$ cat src/rtl/sr_drv_pkg.sv
// Shared types for the SR excitation driver: FSM state encoding, the per-bit
// S/R excitation pair and the "hold" excitation that leaves a flop untouched.
package sr_drv_pkg;

  typedef enum logic [1:0] {
    IDLE   = 2'd0,
    DRIVE  = 2'd1,
    SETTLE = 2'd2,
    CHECK  = 2'd3
  } state_t;

  typedef struct packed {
    logic s;
    logic r;
  } sr_exc_t;

  // S=0,R=0: the flop keeps its present value.
  localparam sr_exc_t SR_HOLD = '{s: 1'b0, r: 1'b0};

endpackage

$ cat src/rtl/sr_excitation_driver_if.sv
// Bus between the write source / SR bank and the driver.
// Handshake: a word transfers on a rising clk edge where in_valid && in_ready;
// the source keeps in_valid and in_data stable until that edge, and in_valid
// seen while in_ready is low is ignored (nothing is queued). done/err are
// single-cycle result pulses. state_dbg mirrors the driver FSM for observation.
interface sr_excitation_driver_if #(
  parameter int WIDTH = 8,
  parameter int RC_W  = 2
);
  import sr_drv_pkg::*;

  logic             in_valid;
  logic             in_ready;
  logic [WIDTH-1:0] in_data;
  logic [WIDTH-1:0] s;
  logic [WIDTH-1:0] r;
  logic [WIDTH-1:0] q_fb;
  logic             done;
  logic             err;
  logic             busy;
  logic [RC_W-1:0]  retry_cnt;
  state_t           state_dbg;

  modport slave (
    input  in_valid, in_data, q_fb,
    output in_ready, s, r, done, err, busy, retry_cnt, state_dbg
  );

  modport master (
    output in_valid, in_data, q_fb,
    input  in_ready, s, r, done, err, busy, retry_cnt, state_dbg
  );

endinterface

$ cat src/rtl/sr_excite_enc.sv
// Per-bit SR excitation encoder: bits that already hold the target get
// S=R=0; a 0->1 bit gets S, a 1->0 bit gets R. S=R=1 is never produced.
module sr_excite_enc
  import sr_drv_pkg::*;
#(
  parameter int WIDTH = 8
) (
  input  logic [WIDTH-1:0] tgt,
  input  logic [WIDTH-1:0] snap,
  output logic [WIDTH-1:0] s,
  output logic [WIDTH-1:0] r
);

  sr_exc_t exc;

  // Excitation table applied bit by bit.
  always_comb begin
    s   = '0;
    r   = '0;
    exc = SR_HOLD;
    for (int i = 0; i < WIDTH; i++) begin
      exc  = (tgt[i] == snap[i]) ? SR_HOLD : '{s: tgt[i], r: snap[i]};
      s[i] = exc.s;
      r[i] = exc.r;
    end
  end

endmodule

$ cat src/rtl/sr_excitation_driver.sv
// Write-side controller for a bank of SR flops. Accepts a target word, drives
// S/R excitation derived from the bank's present state for HOLD_CYCLES,
// idles S/R for one settle cycle, reads the bank back and reports done/err.
// Optional feature macro: SR_DRV_RETRY_EN enables up to MAX_RETRY re-attempts
// after a readback mismatch; without it a mismatch raises err at once and
// retry_cnt stays 0.
module sr_excitation_driver
  import sr_drv_pkg::*;
#(
  parameter int WIDTH       = 8,
  parameter int HOLD_CYCLES = 2,
  parameter int MAX_RETRY   = 3
) (
  input  logic                  clk,
  input  logic                  rst,
  sr_excitation_driver_if.slave bus
);

  localparam int RC_W = $clog2(MAX_RETRY + 1);
  localparam int HC_W = $clog2(HOLD_CYCLES + 1);
  localparam logic [HC_W-1:0] HOLD_INIT = HC_W'(HOLD_CYCLES - 1);

  state_t           state;
  logic [WIDTH-1:0] tgt;
  logic [HC_W-1:0]  hold_cnt;
  logic [RC_W-1:0]  retry_q;
  logic [WIDTH-1:0] s_q;
  logic [WIDTH-1:0] r_q;
  logic             done_q;
  logic             err_q;
  logic             busy_q;

  logic [WIDTH-1:0] enc_tgt;
  logic [WIDTH-1:0] enc_s;
  logic [WIDTH-1:0] enc_r;

  // The snapshot of the bank is taken on the edge that loads S/R (accept or
  // retry), so the encoder sees q_fb live; in IDLE the target is in_data.
  assign enc_tgt = (state == IDLE) ? bus.in_data : tgt;

  sr_excite_enc #(.WIDTH(WIDTH)) u_enc (
    .tgt  (enc_tgt),
    .snap (bus.q_fb),
    .s    (enc_s),
    .r    (enc_r)
  );

  // Main FSM with hold counter, retry counter and registered outputs.
  always_ff @(posedge clk) begin
    if (rst) begin
      state    <= IDLE;
      tgt      <= '0;
      hold_cnt <= '0;
      retry_q  <= '0;
      s_q      <= '0;
      r_q      <= '0;
      done_q   <= 1'b0;
      err_q    <= 1'b0;
      busy_q   <= 1'b0;
    end else begin
      done_q <= 1'b0;
      err_q  <= 1'b0;
      case (state)
        IDLE: begin
          if (bus.in_valid) begin
            tgt      <= bus.in_data;
            retry_q  <= '0;
            s_q      <= enc_s;
            r_q      <= enc_r;
            hold_cnt <= HOLD_INIT;
            busy_q   <= 1'b1;
            state    <= DRIVE;
          end
        end
        DRIVE: begin
          if (hold_cnt == '0) begin
            s_q   <= '0;
            r_q   <= '0;
            state <= SETTLE;
          end else begin
            hold_cnt <= hold_cnt - 1'b1;
          end
        end
        SETTLE: begin
          state <= CHECK;
        end
        CHECK: begin
          if (bus.q_fb == tgt) begin
            done_q <= 1'b1;
            busy_q <= 1'b0;
            state  <= IDLE;
          end else begin
`ifdef SR_DRV_RETRY_EN
            if (retry_q < RC_W'(MAX_RETRY)) begin
              retry_q  <= retry_q + 1'b1;
              s_q      <= enc_s;
              r_q      <= enc_r;
              hold_cnt <= HOLD_INIT;
              state    <= DRIVE;
            end else begin
              err_q  <= 1'b1;
              busy_q <= 1'b0;
              state  <= IDLE;
            end
`else
            err_q  <= 1'b1;
            busy_q <= 1'b0;
            state  <= IDLE;
`endif
          end
        end
        default: begin
          state <= IDLE;
        end
      endcase
    end
  end

  assign bus.in_ready  = (state == IDLE) && !rst;
  assign bus.s         = s_q;
  assign bus.r         = r_q;
  assign bus.done      = done_q;
  assign bus.err       = err_q;
  assign bus.busy      = busy_q;
  assign bus.retry_cnt = retry_q;
  assign bus.state_dbg = state;

  // A flop must never see S and R together.
  a_no_sr_both : assert property (@(posedge clk) disable iff (rst) (s_q & r_q) == '0);

endmodule

$ cat src/flat_wrapper.sv
// flat-port wrapper written by rule: the top's interface ports become plain ports
module sr_excitation_driver_flat import sr_drv_pkg::*;
#(
  parameter int WIDTH       = 8,
  parameter int HOLD_CYCLES = 2,
  parameter int MAX_RETRY   = 3
)
  (clk, rst, bus_in_valid, bus_in_data, bus_q_fb, bus_in_ready, bus_s, bus_r, bus_done, bus_err, bus_busy, bus_retry_cnt, bus_state_dbg);
  sr_excitation_driver_if #(.WIDTH(WIDTH), .RC_W((2))) bus_i ();
  input  logic clk;
  input  logic rst;
  input wire logic [$bits(bus_i.in_valid)-1:0] bus_in_valid;
  input wire logic [$bits(bus_i.in_data)-1:0] bus_in_data;
  input wire logic [$bits(bus_i.q_fb)-1:0] bus_q_fb;
  output wire logic [$bits(bus_i.in_ready)-1:0] bus_in_ready;
  output wire logic [$bits(bus_i.s)-1:0] bus_s;
  output wire logic [$bits(bus_i.r)-1:0] bus_r;
  output wire logic [$bits(bus_i.done)-1:0] bus_done;
  output wire logic [$bits(bus_i.err)-1:0] bus_err;
  output wire logic [$bits(bus_i.busy)-1:0] bus_busy;
  output wire logic [$bits(bus_i.retry_cnt)-1:0] bus_retry_cnt;
  output wire logic [$bits(bus_i.state_dbg)-1:0] bus_state_dbg;
  assign bus_i.in_valid = bus_in_valid;
  assign bus_i.in_data = bus_in_data;
  assign bus_i.q_fb = bus_q_fb;
  assign bus_in_ready = bus_i.in_ready;
  assign bus_s = bus_i.s;
  assign bus_r = bus_i.r;
  assign bus_done = bus_i.done;
  assign bus_err = bus_i.err;
  assign bus_busy = bus_i.busy;
  assign bus_retry_cnt = bus_i.retry_cnt;
  assign bus_state_dbg = bus_i.state_dbg;
  sr_excitation_driver #(.WIDTH(WIDTH), .HOLD_CYCLES(HOLD_CYCLES), .MAX_RETRY(MAX_RETRY)) u_core (.clk(clk), .rst(rst), .bus(bus_i));
endmodule
$ cat config.mk
export PLATFORM = sky130hd
export DESIGN_NAME = sr_excitation_driver_flat
export DESIGN_NICKNAME = d
export VERILOG_FILES = /design/src/rtl/sr_drv_pkg.sv /design/src/rtl/sr_excitation_driver_if.sv /design/src/rtl/sr_excite_enc.sv /design/src/rtl/sr_excitation_driver.sv /design/src/flat_wrapper.sv
export SDC_FILE = /design/constraint.sdc
export NUM_CORES = 1
export LEC_CHECK = 0
export CAP_MARGIN = 25
export CORE_MARGIN = 8
export CORE_UTILIZATION = 47
export DETAILED_ROUTE_END_ITERATION = 10
export PLACE_DENSITY = 0.79
export SYNTH_ARGS = -nofsm -noshare
export SYNTH_HDL_FRONTEND = slang
export SYNTH_SLANG_ARGS = --single-unit
export TNS_END_PERCENT = 50
$ cat constraint.sdc
create_clock -name clk -period 3.4 [get_ports clk]
set_input_delay 0.51 -clock clk [delete_from_list [all_inputs] [get_ports clk]]
set_output_delay 0.51 -clock clk [all_outputs]
set_load 0.02 [all_outputs]
==> key figures <==
Floorplan
  – Num rows: 20
  – Die area: 0.00519 mm²
  – Core footprint: 0.00303 mm²
  – Die Ht: 72.1 µm
  – Starting Density: 48.8%
  – Die width: 72.1 µm
  – # IOs: 43

Detailed routing
  – Post-route ant nets: 0
  – Detailed Routing Iterations Pass 1: 4
  – WL final: 3.89 mm
  – Drt via density: 5.46
  – Remaining DRCs: 0
  – Routed WL per cell: 15.6 µm
  – Via count: 1364
  – Initial DRC Count: 126

Placement
  – IO buf count: 40
  – Dpl hpwl: 2.91 mm
  – Dpl ws: 1.16 ns
  – GPL Wtd Cong: 0.780

CTS
  – Worst-Skew Late Latency: 0.34 ns
  – Clock tree buffer depth: 2
  – Post-cts resize count: 0
  – Setup bufs post-CTS: 0
  – CTS Buf Count: 5
  – Post-CTS Hold Fix Bufs: 0
  – CTS tree: built
  – Root Buffer: clkbuf_4
  – Clock Pin Slew Worst Setup and Hold Paths: 0.09 ns
  – H-tree lvl count: 2
  – CTS Sinks: 31

Logic synthesis
  – Synth cell types: 27
  – Yosys top cell area share: 42.0%
  – Post-synth EDFFs: 0
  – Cells after Synth: 167
  – Main flop type after synthesis: dfxtp_1
  – Synth async-reset ratio: 0%
  – Synthesized cell area: 0.00148 mm²
  – Synthesis Warnings: 0
  – Syn avg cell area: 8.85 µm²
  – Top post-synthesis cells by area: dfxtp_1, a21oi_1, o31ai_1, nand3b_1, ha_1
  – Area leader, netlist: dfxtp_1
  – Sequential area share after synthesis: 42.0%
  – #FFs+latches synth: 31

Layout
  – Final core area utilization: 64.6%
  – Area delta synth->final: 32.4%
  – ANT cells: 0
  – Fillcell total: 268
  – Share of cells above drive strength 1: 6.31%
  – Final #Nets: 230

Power
  – VDD IR max: 0.000545 V
  – LEAKAGE: 0.707 nW
  – Total chip power: 1.36 mW
  – Pwr/cell area: 694 mW/mm²

Worst setup path
  – Critical Path Sink Type: output port
  – Max incr delay on CP: 0.61 ns
  – CP Data Arrival Time: 1.90 ns
  – Worst R2R Start: u_core.bus.state_dbg[1]
  – CP Launch Type: flip-flop
  – Slowest CP cell: clkdlybuf4s50_1
  – Worst EP required: 2.89 ns
  – Kind of cell adding the most delay to the critical path: buffers and inverters
  – R2R Path End: u_core.hold_cnt[0]
  – CP Buf/Inv Count: 2
  – R2R depth: 6
  – Type of the worst setup path: flip-flop to output port
  – R2R setup slack: 1.51 ns
  – Worst path cell trace: inv_1 -> ha_1 -> nor2b_1 -> clkdlybuf4s50_1
  – CP Max Fanout: 7

Timing
  – Final setup vio count: 0
  – Worst-Margin Slew: 0.677 ns
  – Rel. slew slack: 54.8%
  – Peak Freq: 414 MHz
  – Setup TNS: 0 ns
  – Final Hold Fails: 0
  – Clk_skew: 0.00177 ns
  – PnR worst setup slack: 0.986 ns
  – Fin Hold WS: 0.475 ns
  – Final period util: 71.0%
  – Tmin final: 2.41 ns
  – Final slew viol count: 0
  – Unrepaired setup endpoints after global routing: no

Min path
  – Hold Crit Class: flip-flop to flip-flop
  – Hold Crit Depth: 2
  – HP Start: u_core.tgt[3]
  – Hold Crit Endpoint: u_core.tgt[3]

Global route
  – Largest net degree at the start of global routing: 31
  – First-pass GRT wire length: 6.37 mm
  – Grt total ovfl: 0
  – Gr usage total: 15.6%
  – Initial antenna violation count: 0
  – Number of global-route vias before repair: 1388

Run
  – Max-cap violations: 0

Status
  – Outcome: complete, no violations
-- synth_stat cells, types with 2 or more instances --
master	count
a21oi_1	28
and2_1	2
buf_2	6
buf_4	3
clkbuf_1	3
dfxtp_1	31
ha_1	6
inv_1	5
nand2_1	9
nand2b_1	3
nand3_1	10
nand3b_1	16
nand4_1	2
nor2b_1	3
nor3_1	3
o21ai_1	2
o31ai_1	18
xnor2_1	8
-- state kept, by name (all words and copies together), names as in the netlist --
name and count:
u_core.bus.r 8, u_core.bus.s 8, u_core.tgt 8, u_core.bus.state_dbg 2, u_core.hold_cnt 2, u_core.bus.busy 1
u_core.bus.done 1, u_core.bus.err 1
-- worst reg2reg max path: stages, from the launching register on --
cell     delay, ns
dfxtp_1       0.36
inv_1         0.12
ha_1          0.29
nor2b_1       0.46
buf_4         0.30
a31oi_1       0.10
and2_1        0.16
-- cell usage in the layout (no fill, tap or decap), drive strengths merged --
| cell type | count |
|---|---|
| nand2 | 9 |
| o21ba | 1 |
| nand3 | 10 |
| clkbuf | 8 |
| nand4 | 2 |
| nor2b | 3 |
| xnor2 | 8 |
| o21ai | 2 |
| inv | 5 |
| nand2b | 3 |
| and3b | 1 |
| nor3 | 3 |
| conb | 2 |
| nand3b | 16 |
| nor2 | 2 |
| nand4b | 1 |
| clkdlybuf4s50 | 40 |
| dfxtp | 31 |
| a31oi | 1 |
| buf | 4 |
| o31ai | 18 |
| and2 | 2 |
| ha | 6 |
| a21oi | 28 |
-- metrics by stage --
stage,instance area (µm²),instances
floorplan,1480,168
global placement,1890,242
detailed placement,1890,242
CTS,1960,250
global route,1960,250
finish,1960,250
-- worst max path at each step --
stage               cells after the start  slack [ns]                    start              end
floorplan                               3        1.77  u_core.bus.state_dbg[0]     bus_in_ready
global placement                        3        1.22                      rst     bus_in_ready
detailed placement                      4        1.16             bus_in_valid  u_core.bus.r[0]
CTS                                     4        0.97  u_core.bus.state_dbg[0]     bus_in_ready
global route                            4        0.87  u_core.bus.state_dbg[0]     bus_in_ready
finish                                  4        0.99  u_core.bus.state_dbg[0]     bus_in_ready
-- power breakdown --
group	leakage, nW	switching (mW)	internal, mW
sequential	0.253	0.0441	0.427
clock	0.0386	0.127	0.121
combinational	0.416	0.389	0.248
total	0.707	0.561	0.797
-- cells by family after synthesis --
family                   Yosys count  synth area share, %
AO/OA/AOI/OAI                     50                 20.4
XOR/XNOR                           8                 4.74
adder cells (fa/ha/maj)            6                 5.08
buffers and inverters             19                 6.60
flip-flops                        31                 42.0
other                              1                0.254
AND/OR/NAND/NOR                   52                 20.9
-- layout make-up --
class / count / area, µm² / area share [%]
repair buffers: 44 / 430 / 22.0
flip-flops and latches: 31 / 621 / 31.7
well taps: 44 / 55.1 / 2.81
clock buffers: 8 / 68.8 / 3.52
inverters: 5 / 18.8 / 0.959
multi-input cells: 118 / 763 / 39.0
-- layer usage --
layer  global-route usage (%)  part of all wire [%]
met1                     16.9                    41
met2                     26.4                    50
met3                     5.79                   6.8
met4                     6.58                   1.4
met5                        0                     0
Note: power is estimated with default switching activity, not from simulation.
